$ cat src/rtl/fsm_bit_serializer_pkg.sv
// Package fsm_ser_pkg: shared types and default parameters for the bit serializer.
//   ser_state_t  : control FSM state encoding
//   DATA_W_DEF   : default word width
//   MSB_FIRST_DEF: default bit order (1 = MSB first)
//   GAP_CYC_DEF  : default idle cycles inserted after each word
package fsm_ser_pkg;

    typedef enum logic [1:0] {
        S_IDLE  = 2'b00,
        S_SHIFT = 2'b01,
        S_PAR   = 2'b10,
        S_GAP   = 2'b11
    } ser_state_t;

    localparam int DATA_W_DEF    = 8;
    localparam int MSB_FIRST_DEF = 1;
    localparam int GAP_CYC_DEF   = 0;

endpackage

$ cat src/rtl/fsm_bit_serializer_if.sv
// Interface bundling the word-input handshake and the serial-output signals.
//   din, din_valid, din_ready       : parallel word handshake (producer -> serializer)
//   bit_out, bit_valid              : serial bit and its qualifier (feeds FSM input A)
//   word_done                       : pulse on the final bit of a word
//   busy                            : serializer is not idle
// Modports: master = producer / observer side, slave = serializer side.
interface fsm_bit_serializer_if
    import fsm_ser_pkg::*;
#(
    parameter int DATA_W = DATA_W_DEF
);
    logic [DATA_W-1:0] din;
    logic              din_valid;
    logic              din_ready;
    logic              bit_out;
    logic              bit_valid;
    logic              word_done;
    logic              busy;

    modport master (
        output din, din_valid,
        input  din_ready, bit_out, bit_valid, word_done, busy
    );

    modport slave (
        input  din, din_valid,
        output din_ready, bit_out, bit_valid, word_done, busy
    );
endinterface

$ cat src/rtl/fsm_bit_serializer.sv
// fsm_bit_serializer: accepts parallel words over valid/ready and shifts them out one
// bit per clock. Optional even-parity bit appended when SER_PARITY_EN is defined.
// Ports:
//   i_clk : clock, all state updates on the rising edge
//   i_rst : synchronous active-high reset
//   bus   : fsm_bit_serializer_if.slave (din/din_valid/din_ready, bit_out/bit_valid,
//           word_done, busy)
// Configuration macro: SER_PARITY_EN (adds S_PAR and a parity bit after the data bits).
//
// state   | meaning
// S_IDLE  | waiting for a word, din_ready=1
// S_SHIFT | emitting data bits, counter counts DATA_W-1 down to 0
// S_PAR   | emitting the even-parity bit (SER_PARITY_EN only)
// S_GAP   | GAP_CYC idle cycles after a word, bit_valid=0
module fsm_bit_serializer
    import fsm_ser_pkg::*;
#(
    parameter int DATA_W    = DATA_W_DEF,
    parameter int MSB_FIRST = MSB_FIRST_DEF,
    parameter int GAP_CYC   = GAP_CYC_DEF
) (
    input  logic                 i_clk,
    input  logic                 i_rst,
    fsm_bit_serializer_if.slave  bus
);

    localparam int                CNT_W    = $clog2(DATA_W + 1);
    localparam logic [CNT_W-1:0]  CNT_LOAD = CNT_W'(DATA_W - 1);
    localparam logic [7:0]        GAP_LOAD = (GAP_CYC > 0) ? 8'(GAP_CYC - 1) : 8'd0;

    ser_state_t        r_state;
    ser_state_t        w_state_nxt;
    logic [DATA_W-1:0] r_shift;
    logic [CNT_W-1:0]  r_cnt;
    logic [7:0]        r_gap;
    logic              w_accept;
    logic              w_last_data;
    logic              w_final_bit;
    logic              w_din_ready;
    logic              w_bit_out;
    logic              w_bit_valid;
    logic              w_word_done;
    logic              w_busy;
`ifdef SER_PARITY_EN
    logic              r_par;
`endif

    assign w_last_data = (r_state == S_SHIFT) && (r_cnt == '0);
`ifdef SER_PARITY_EN
    assign w_final_bit = (r_state == S_PAR);
`else
    assign w_final_bit = w_last_data;
`endif
    // A new word may be taken on the final bit only when no gap follows, which lets
    // back-to-back words stream without a bubble.
    assign w_din_ready = (r_state == S_IDLE) || ((GAP_CYC == 0) && w_final_bit);
    assign w_accept    = bus.din_valid && w_din_ready;

    // state register
    always_ff @(posedge i_clk) begin
        if (i_rst) r_state <= S_IDLE;
        else       r_state <= w_state_nxt;
    end

    // datapath: shift register, bit counter, gap counter
    always_ff @(posedge i_clk) begin
        if (i_rst) begin
            r_shift <= '0;
            r_cnt   <= '0;
            r_gap   <= '0;
`ifdef SER_PARITY_EN
            r_par   <= 1'b0;
`endif
        end else begin
            if (w_accept) begin
                r_shift <= bus.din;
                r_cnt   <= CNT_LOAD;
`ifdef SER_PARITY_EN
                r_par   <= ^bus.din;
`endif
            end else if (r_state == S_SHIFT) begin
                if (MSB_FIRST != 0) r_shift <= {r_shift[DATA_W-2:0], 1'b0};
                else                r_shift <= {1'b0, r_shift[DATA_W-1:1]};
                if (r_cnt != '0)    r_cnt   <= r_cnt - 1'b1;
            end
            // Preloaded outside S_GAP so the first gap cycle already sees GAP_CYC-1.
            if (r_state != S_GAP)   r_gap <= GAP_LOAD;
            else if (r_gap != 8'd0) r_gap <= r_gap - 8'd1;
        end
    end

    // next-state logic
    always_comb begin
        w_state_nxt = r_state;
        unique case (r_state)
            S_IDLE: begin
                if (w_accept) w_state_nxt = S_SHIFT;
            end
            S_SHIFT: begin
                if (r_cnt == '0) begin
`ifdef SER_PARITY_EN
                    w_state_nxt = S_PAR;
`else
                    if (GAP_CYC > 0)   w_state_nxt = S_GAP;
                    else if (w_accept) w_state_nxt = S_SHIFT;
                    else               w_state_nxt = S_IDLE;
`endif
                end
            end
`ifdef SER_PARITY_EN
            S_PAR: begin
                if (GAP_CYC > 0)   w_state_nxt = S_GAP;
                else if (w_accept) w_state_nxt = S_SHIFT;
                else               w_state_nxt = S_IDLE;
            end
`endif
            S_GAP: begin
                if (r_gap == 8'd0) w_state_nxt = S_IDLE;
            end
            default: w_state_nxt = S_IDLE;
        endcase
    end

    // output logic (Moore on registered state; bit_out forced low when not valid)
    always_comb begin
        w_bit_out   = 1'b0;
        w_bit_valid = 1'b0;
        w_busy      = (r_state != S_IDLE);
        w_word_done = w_final_bit;
        if (r_state == S_SHIFT) begin
            w_bit_valid = 1'b1;
            w_bit_out   = (MSB_FIRST != 0) ? r_shift[DATA_W-1] : r_shift[0];
        end
`ifdef SER_PARITY_EN
        if (r_state == S_PAR) begin
            w_bit_valid = 1'b1;
            w_bit_out   = r_par;
        end
`endif
    end

    assign bus.din_ready = w_din_ready;
    assign bus.bit_out   = w_bit_out;
    assign bus.bit_valid = w_bit_valid;
    assign bus.word_done = w_word_done;
    assign bus.busy      = w_busy;

endmodule
$ cat src/flat_wrapper.sv
// flat-port wrapper written by rule: the top's interface ports become plain ports
module fsm_bit_serializer_flat import fsm_ser_pkg::*;
#(
    parameter int DATA_W    = DATA_W_DEF,
    parameter int MSB_FIRST = MSB_FIRST_DEF,
    parameter int GAP_CYC   = GAP_CYC_DEF
)
  (i_clk, i_rst, bus_din, bus_din_valid, bus_din_ready, bus_bit_out, bus_bit_valid, bus_word_done, bus_busy);
  fsm_bit_serializer_if #(.DATA_W(DATA_W)) bus_i ();
  input  logic i_clk;
  input  logic i_rst;
  input wire logic [$bits(bus_i.din)-1:0] bus_din;
  input wire logic [$bits(bus_i.din_valid)-1:0] bus_din_valid;
  output wire logic [$bits(bus_i.din_ready)-1:0] bus_din_ready;
  output wire logic [$bits(bus_i.bit_out)-1:0] bus_bit_out;
  output wire logic [$bits(bus_i.bit_valid)-1:0] bus_bit_valid;
  output wire logic [$bits(bus_i.word_done)-1:0] bus_word_done;
  output wire logic [$bits(bus_i.busy)-1:0] bus_busy;
  assign bus_i.din = bus_din;
  assign bus_i.din_valid = bus_din_valid;
  assign bus_din_ready = bus_i.din_ready;
  assign bus_bit_out = bus_i.bit_out;
  assign bus_bit_valid = bus_i.bit_valid;
  assign bus_word_done = bus_i.word_done;
  assign bus_busy = bus_i.busy;
  fsm_bit_serializer #(.DATA_W(DATA_W), .MSB_FIRST(MSB_FIRST), .GAP_CYC(GAP_CYC)) u_core (.i_clk(i_clk), .i_rst(i_rst), .bus(bus_i));
endmodule
$ cat config.mk
export PLATFORM = sky130hd
export DESIGN_NAME = fsm_bit_serializer_flat
export DESIGN_NICKNAME = d
export VERILOG_FILES = /design/src/rtl/fsm_bit_serializer_pkg.sv /design/src/rtl/fsm_bit_serializer_if.sv /design/src/rtl/fsm_bit_serializer.sv /design/src/flat_wrapper.sv
export SDC_FILE = /design/constraint.sdc
export NUM_CORES = 1
export LEC_CHECK = 0
export CORE_MARGIN = 8
export CORE_UTILIZATION = 46
export CTS_CLUSTER_DIAMETER = 150
export DETAILED_ROUTE_END_ITERATION = 16
export GPL_TIMING_DRIVEN = 0
export HOLD_SLACK_MARGIN = 0.02
export PLACE_DENSITY_LB_ADDON = 0.1
export SYNTH_ARGS = -nofsm -noshare
export SYNTH_HDL_FRONTEND = slang
export SYNTH_SLANG_ARGS = --single-unit
$ cat constraint.sdc
create_clock -name i_clk -period 1.78 [get_ports i_clk]
set_input_delay 0.356 -clock i_clk [delete_from_list [all_inputs] [get_ports i_clk]]
set_output_delay 0.356 -clock i_clk [all_outputs]
set_load 0.1 [all_outputs]
==> reports/qor.csv <==
stage;metric;value;unit
status;outcome;finished with violations;
status;failed_checks;negative setup slack;
yosys;ys_warn_count;0;
worst_hold_path;hold_path_depth;2;
power_and_ir_drop;p_per_area;857;mW/mm2
setup_path;worst-path-stages;6;
sta;worstMarginPinSlew;534;ps
finish;area.growth.synth_to_final;44.1;%
setup_path;path_class;reg -> out;
global_route;grt_max_degree;11;
clock_network;ctsHoldBuffers;0;
yosys;synth-seq-area-share;0.387;
yosys;netlist_instances;78;
yosys;synth_top_area_frac;0.387;
power_and_ir_drop;power_leakage;0.369;nW
place;gp_congestion;0.838;
setup_path;crit_family;simple AND/OR/NAND/NOR gates;
setup_path;reg2reg_depth;8;
sta;finalSetupViolations;2;
floorplanning;start_util;0.504;
setup_path;endpoint_kind;output port;
sta;skew;2.06;ps
sta;clock.fmax;522;MHz
worst_hold_path;hold_class;reg -> reg;
sta;finalCriticalPeriod;1920;ps
yosys;synth-seq-cells;13;
finish;nNetsFinal;116;
finish;antenna_cells;0;
clock_network;clk_latency;260;ps
finish;layout-drive-gt1-share;0.291;
detailed_routing;vias;671;
global_route;grt_overflow_total;0;
clock_network;cts_buffers;3;
sta;finalCritPeriodShare;1.08;
yosys;netlist_area;672;um2
floorplanning;die_w;54.2;um
floorplanning;die_h;54.2;um
power_and_ir_drop;ir_worst_vdd;0.405;mV
yosys;synth_top_cell_by_area;dfxtp_1;
yosys;syn_avg_cell_area;8.61;um2
yosys;synthTopCellsByArea;dfxtp_1 (39%), a211oi_1 (8.9%), nor3b_1 (7.8%), nor4_1 (7.4%), nor2_1 (5.6%);
global_route;antenna_found_initial;0;
run;cap_violations;0;
place;hpwl;1100;um
sta;max_slew_margin;0.643;
yosys;async_flop_share;0;
floorplanning;dieArea;0.00294;mm2
yosys;synth-main-ff-cell;dfxtp_1;
yosys;syn_nets;90;
global_route;grt_pass1_vias;613;
global_route;grt_usage;0.115;
setup_path;crit_path_top_delay_cell;or3b_1;
yosys;synthDistinctLibCells;27;
global_route;grt_pass1_wl;2660;um
power_and_ir_drop;p_total;830;uW
detailed_routing;wl;1660;um
detailed_routing;initialDrtViolationCount;7;
setup_path;crit_required;1420;ps
setup_path;critPathMaxFanout;3;
sta;slew_violations;0;
clock_network;cts_tree;yes;
clock_network;root_buffer;clkbuf_4;
sta;grt_setup_unrepaired;true;
clock_network;htree_levels;1;
floorplanning;ios;16;
clock_network;clock_path_buffers;2;
clock_network;clock_sinks;13;
setup_path;cp.arrival;1560;ps
yosys;synth-edff-count;0;
place;numPortBuffers;15;
setup_path;crit_path_cell_trace;inv_2 -> ha_4 -> or3b_1 -> buf_6 -> nor2_4 -> buf_12;
sta;hold_violations;0;
detailed_routing;drt-pass1-iter-count;4;
setup_path;crit_path_max_incr_delay;350;ps
detailed_routing;ant_nets;0;
setup_path;critPathLaunchType;register;
floorplanning;core_area;0.00133;mm2
yosys;yosysMostFrequentCell;dfxtp_1;
sta;setup_ws;-135;ps
floorplanning;fp-row-count;13;
detailed_routing;drc;0;
yosys;yosys-top-cells-count;dfxtp_1 (13), nor2_1 (10), a211oi_1 (8), nor4_1 (8), nor3b_1 (7);
clock_network;cts.clk_slew.worst_paths;80;ps
detailed_routing;wl_per_cell;14.1;um
detailed_routing;routed_via_density;5.69;
setup_path;critPathBufInv;3;
finish;final_util;0.726;
logic make-up after synthesis:
group | Yosys count | synth area share
buffers and inverters | 10 | 0.0838
adder cells (fa/ha/maj) | 1 | 0.0186
AND/OR/NAND/NOR | 36 | 0.313
AO/OA/AOI/OAI | 18 | 0.197
flip-flops | 13 | 0.387
per-layer routing:
metal | GRT usage | share of wire
met3 | 0.0325 | 0.057
met5 | 0 | 0
met2 | 0.181 | 0.45
met1 | 0.151 | 0.48
met4 | 0.0246 | 0.0060
tightest hold or removal path, cell delays in order (launching register included):
cell,delay [ps]
dfxtp_1,320
nand2_1,50
a21oi_1,50
what timing repair did:
action                                  CTS  global route
gates resized for setup                  31             1
pin swaps                                 2             0
endpoints found under the setup margin    5             3
buffers inserted                          4             2
hold endpoints to repair                  0             0
path summary, 6_finish.rpt:
| check | slack (ps) | to | start |
|---|---|---|---|
| setup / recovery | -140 | bus_word_done | u_core.r_cnt[0]$_SDFFE_PP0P_ |
| hold / removal | 470 | u_core.r_shift[0]$_SDFFE_PP0P_ | u_core.r_shift[0]$_SDFFE_PP0P_ |
| setup reg to reg | 60 | u_core.r_shift[2]$_SDFFE_PP0P_ | u_core.r_cnt[0]$_SDFFE_PP0P_ |
| hold reg to reg | 470 | u_core.r_shift[0]$_SDFFE_PP0P_ | u_core.r_shift[0]$_SDFFE_PP0P_ |
per-stage QoR:
step	setup TNS (ps)	hold WS (ps)	std cells	instance area (um2)	setup slack, ps
after floorplan	-57.5	434	78	702	-57.5
after global placement	-3310	445	108	871	-828
after detailed placement	-3430	455	108	871	-835
after CTS	-239	466	116	948	-132
after global routing	-381	511	118	968	-182
final	-235	465	118	968	-135
power breakdown:
group,total [mW],internal (mW),leakage (nW),switching [mW]
Sequential,0.345,0.323,0.109,0.0218
Combinational,0.303,0.133,0.245,0.170
Clock,0.182,0.0865,0.0150,0.0960
cell usage in the layout (no fill, tap or decap), types with 3 or more instances in the layout:
master / netlist / final
a211oi_1: 8 / 8
a21oi_1: 3 / 3
buf_4: 1 / 8
clkbuf_1: 4 / 4
clkbuf_4: 0 / 3
clkdlybuf4s50_1: 0 / 10
dfxtp_1: 13 / 10
nor2_1: 10 / 9
nor3b_1: 7 / 7
nor4_1: 8 / 8
area by class of cell:
type	instances	area [um2]
Buffer	7	46.3
Clock buffer	4	26.3
Fill cell	107	365
Inverter	3	11.3
Multi-Input combinational cell	55	384
Sequential cell	13	267
Tap cell	15	18.8
Timing Repair Buffer	21	215
registers in the layout (all words and copies together), names as in the netlist:
register and flops:
u_core.r_cnt 4, u_core.r_shift 8, u_core.r_state 1
Power figures use the tool's default switching activity.
